## config.mk

```make
export PLATFORM = sky130hd
export DESIGN_NAME = sram_boot_loader
export DESIGN_NICKNAME = d
export VERILOG_FILES = /design/src/rtl/sram_boot_loader.sv
export SDC_FILE = /design/constraint.sdc
export NUM_CORES = 1
export LEC_CHECK = 0
export BUFFER_PORTS_ARGS = -buffer_cell sky130_fd_sc_hd__buf_2
export CELL_PAD_IN_SITES_DETAIL_PLACEMENT = 1
export CELL_PAD_IN_SITES_GLOBAL_PLACEMENT = 1
export CORE_AREA = 4 4 106 108
export CTS_BUF_LIST = sky130_fd_sc_hd__clkbuf_4 sky130_fd_sc_hd__clkbuf_8
export CTS_CLUSTER_DIAMETER = 120
export DETAILED_ROUTE_END_ITERATION = 10
export DIE_AREA = 0 0 110 112
export HOLD_SLACK_MARGIN = 0.08
export PLACE_DENSITY = 0.85
export SLEW_MARGIN = 20
export SYNTH_ARGS = -nofsm -noshare
export SYNTH_HDL_FRONTEND = slang
export SYNTH_SLANG_ARGS = --single-unit
```

## constraint.sdc

```tcl
create_clock -name clk -period 3.7 [get_ports clk]
set_input_delay 0.555 -clock clk [delete_from_list [all_inputs] [get_ports clk]]
set_output_delay 0.555 -clock clk [all_outputs]
set_load 0.1 [all_outputs]
```

## src/rtl/sram_boot_loader.sv

```systemverilog
// Byte-serial boot loader: packs a LEN-prefixed little-endian image into 32-bit SRAM writes
// and holds the CPU in reset until the image is written. Optional trailing XOR checksum: SRAM_BOOT_CHKSUM_EN.
module sram_boot_loader #(
  parameter int SRAM_ADDR_W = 14,
  parameter int DATA_W      = 32
) (
  input  logic                   clk,
  input  logic                   rst,
  input  logic                   s_valid,
  input  logic [7:0]             s_data,
  output logic                   s_ready,
  output logic                   i_valid,
  output logic [SRAM_ADDR_W-3:0] i_addr,
  output logic [DATA_W-1:0]      i_wdata,
  output logic [DATA_W/8-1:0]    i_wstrb,
  input  logic                   i_ready,
  output logic                   cpu_rst,
  output logic                   boot_done,
  output logic                   boot_err
);
  localparam int AW = SRAM_ADDR_W - 2;
  localparam int CW = SRAM_ADDR_W - 1;
  localparam logic [31:0] DEPTH = 32'd1 << AW;
`ifdef SRAM_BOOT_CHKSUM_EN
  localparam bit CHK_EN = 1'b1;
`else
  localparam bit CHK_EN = 1'b0;
`endif

  typedef enum logic [2:0] {IDLE, HDR, DATA, WR, CHK, DONE, ERR} state_t;

  // Stream handshake: a byte moves on a posedge where s_valid && s_ready; the source holds
  // s_valid/s_data until then. SRAM handshake: one i_valid pulse per word, i_ready arrives later.
  state_t            state;
  logic [DATA_W-1:0] word_q;
  logic [1:0]        byte_cnt;
  logic [CW-1:0]     remaining;
  logic [7:0]        xsum_q;
  logic              accept;
  logic [DATA_W-1:0] next_word;

  assign accept    = s_valid & s_ready;
  assign next_word = {s_data, word_q[DATA_W-1:8]};

  always_ff @(posedge clk or posedge rst) begin
    if (rst) begin
      state     <= IDLE;
      word_q    <= '0;
      byte_cnt  <= '0;
      remaining <= '0;
      xsum_q    <= '0;
      s_ready   <= 1'b0;
      i_valid   <= 1'b0;
      i_addr    <= '0;
      i_wdata   <= '0;
      i_wstrb   <= '0;
      cpu_rst   <= 1'b1;
      boot_done <= 1'b0;
      boot_err  <= 1'b0;
    end else begin
      if (accept) begin
        word_q   <= next_word;
        byte_cnt <= byte_cnt + 2'd1;
        if (state != CHK) xsum_q <= xsum_q ^ s_data;
      end
      case (state)
        IDLE: begin
          state   <= HDR;
          s_ready <= 1'b1;
        end
        HDR: begin
          if (accept && byte_cnt == 2'd3) begin
            if (next_word > DEPTH) begin
              state    <= ERR;
              s_ready  <= 1'b0;
              boot_err <= 1'b1;
            end else if (next_word == '0) begin
              if (CHK_EN) begin
                state <= CHK;
              end else begin
                state     <= DONE;
                s_ready   <= 1'b0;
                cpu_rst   <= 1'b0;
                boot_done <= 1'b1;
              end
            end else begin
              state     <= DATA;
              remaining <= next_word[CW-1:0];
            end
          end
        end
        DATA: begin
          if (accept && byte_cnt == 2'd3) begin
            state   <= WR;
            s_ready <= 1'b0;
            i_valid <= 1'b1;
            i_wdata <= next_word;
            i_wstrb <= '1;
          end
        end
        WR: begin
          i_valid <= 1'b0;
          i_wstrb <= '0;
          // The reply cannot belong to this request while the pulse is still high.
          if (i_ready && !i_valid) begin
            remaining <= remaining - CW'(1);
            if (remaining == CW'(1)) begin
              if (CHK_EN) begin
                state   <= CHK;
                s_ready <= 1'b1;
              end else begin
                state     <= DONE;
                cpu_rst   <= 1'b0;
                boot_done <= 1'b1;
              end
            end else begin
              i_addr  <= i_addr + AW'(1);
              state   <= DATA;
              s_ready <= 1'b1;
            end
          end
        end
        CHK: begin
          if (accept) begin
            s_ready <= 1'b0;
            if (s_data == xsum_q) begin
              state     <= DONE;
              cpu_rst   <= 1'b0;
              boot_done <= 1'b1;
            end else begin
              state    <= ERR;
              boot_err <= 1'b1;
            end
          end
        end
        DONE: state <= DONE;
        ERR:  state <= ERR;
        default: state <= ERR;
      endcase
    end
  end
endmodule

```

==> results.toml <==
[setup_path]
rr_worst_depth = 5
arrival_ns = 3.17
critPathLaunchType = "flip-flop"
worstSetupStartpoint = "state[2]$_DFFE_PP0P_"
worstSetupEndpointType = "flip-flop"
r2r-start = "state[2]$_DFFE_PP0P_"
cp.required_ns = 3.98
cp_max_fo = 21
crit_type = "reg2reg"

[cts]
clock-sinks = 99
clkTransAtPathRegs_ns = 0.10
cts_max_path_buffers = 2
cts_tree = "yes"
cts-resized-gates = 0
cts_made_buffers = 9
cts_root_buf = "clkbuf_8"
cts_setup_buffers = 0
clkLatencyLatePin_ns = 0.38
cts_hold_buf = 0
htreeDepth = 3

[cells_and_area]
synthToLayoutAreaGrowth_pct = 13.41
insertedDiodeCount = 0
drive_above_1_share = 0.3347
final_core_util = 0.5366
nets = 492
stdcell_count = 617

[route]
drtIter0Drc = 209
dr.pass1.iters = 4
viasPerCell = 5.815
wl_per_cell_um = 19.96
vias = 3588
final_antenna_net_count = 0
routed_wl_um = 12320
drc = 0

[global_route]
grt_pass1_wl_um = 20530
grt_usage = 0.2135
antenna_found_initial = 0
grt_max_degree = 68
grt_pass1_vias = 3777
overflow = 0

[logic_synthesis]
synth_cell_types = 60
netlist_area_um2 = 4841
synth_top_area_cell = "dfrtp_1"
synthFlopType = "dfrtp_1"
synth_seq_area_share = 0.5120
syn_area_per_cell_um2 = 11.47
synthesis.nets = 438
postSynthCellCount = 422
ys_ff_latch = 99
yosysWarnings = 0
synth.most_common_cell = "dfrtp_1"
async_reset_ff_frac = 1.000
synth_edf_count = 0
netlist_top_cells_count = "98 x dfrtp_1, 57 x mux2_2, 28 x nand2_1"
synth.area.top_cells = "dfrtp_1 51%, mux2_2 13%, xnor2_1 4.7%"
synth_top_area_share = 0.5066

[place]
place.gp.congestion = 0.8522
dp_cells = 601
place_hpwl_um = 8746
io_buffers = 64

[power_and_ir_drop]
totalPowerFinal_w = 0.002390
powerDensity_nw_per_um2 = 435.3
peakVddDrop_uv = 257.5
p_leak_nw = 2.570

[die]
die_area_um2 = 12320
die_y_um = 112
num_rows = 37
dieWidth_um = 110
coreArea_um2 = 10230
start_util = 0.4732
io_pins = 65

[worst_hold_path]
hp-class = "in2async"

[timing]
fin_skew_ns = 0.01485
setup_viol = 0
drv_slew = 0
rsz0062_at_grt = "no"
worst_pin_slew_ns = 0.8621
setup_tns_ns = 0
period_share = 0.7790
min_period_ns = 2.882
max_freq_mhz = 346.9
slew_headroom = 0.4209
hold_viol_final = 0

[run_status]
status = "finished clean"

[flow_run]
maxCapViolCount = 0
-- cells by family (layout without fill, tap and decap cells) --
group | after synthesis | after routing | synth area share
multiplexers | 57 | 57 | 0.1326
AO/OA/AOI/OAI | 78 | 78 | 0.1127
flip-flops | 99 | 99 | 0.5120
buffers and inverters | 37 | 96 | 0.03489
adder cells (fa/ha/maj) | 4 | 4 | 0.01034
AND/OR/NAND/NOR | 118 | 118 | 0.1450
XOR/XNOR | 29 | 29 | 0.05247
-- power by group --
group | total, W | internal, W | switching (W)
clock network | 0.000823 | 0.000414 | 0.000409
registers | 0.00129 | 0.00118 | 0.000118
logic | 0.000272 | 0.000141 | 0.000131
total | 0.00239 | 0.00173 | 0.000659
-- placed cells by master, fill, tap and decap left out, types with 9 or more instances in the layout --
| cell type | n |
|---|---|
| nand2_1 | 28 |
| a21oi_1 | 13 |
| dfrtp_1 | 98 |
| o22ai_1 | 12 |
| inv_1 | 9 |
| buf_2 | 64 |
| xnor2_1 | 26 |
| clkbuf_8 | 10 |
| nand4_1 | 11 |
| mux2_2 | 57 |
| nor2_1 | 19 |
| o21ai_0 | 11 |
| nor3_1 | 9 |
-- worst paths after layout --
check	slack (ns)	to
worst max-delay path	0.82	i_addr[10]$_DFFE_PP0P_
worst min-delay path	0.33	xsum_q[3]$_DFFE_PP0P_
worst max register to register	0.82	i_addr[10]$_DFFE_PP0P_
worst min register to register	0.47	cpu_rst$_DFFE_PP1P_
max in group asynchronous	2.58	i_wdata[2]$_DFFE_PP0P_
min in group clk	0.47	cpu_rst$_DFFE_PP1P_
-- worst max-delay path, stage by stage (launching register included) --
cell and delay [ns]:
dfrtp_1 0.58, and3b_1 0.73, nand2_1 0.42, or4b_2 0.77, nor2_1 0.16, xnor2_1 0.14
-- registers in the layout, summed over array words and instances (netlist names) --
name	count
boot_done	1
s_ready	1
state	3
i_wdata	32
i_addr	12
word_q	24
boot_err	1
i_wstrb	1
xsum_q	8
byte_cnt	2
cpu_rst	1
remaining	13
-- per-layer routing --
| layer | routed length, um | GRT usage |
|---|---|---|
| met1 | 5306 | 0.2871 |
| met5 | 0 | 0 |
| met2 | 6237 | 0.3491 |
| met3 | 623 | 0.04232 |
| met4 | 147 | 0.05902 |
-- area by class of cell --
class                   count  area (um2)
flip-flops and latches     99        2479
inverters                  10       40.04
clock buffers              10       137.6
well taps                 136       170.2
repair buffers             70       365.4
clock inverters             6       100.1
multi-input cells         286        2198
fillers                  1087        4741
-- stage by stage --
stage          cell area [um2]  hold WS, ns  setup slack, ns
5_1_grt                   5490       0.3917           0.5504
2_1_floorplan             4841       0.4528           0.5562
4_1_cts                   5490       0.3523           0.8435
6_report                  5490       0.3325           0.8177
3_3_place_gp              5253       0.4452           0.9543
3_5_place_dp              5253       0.4543           0.8645
(Power assumes the default switching activity.)
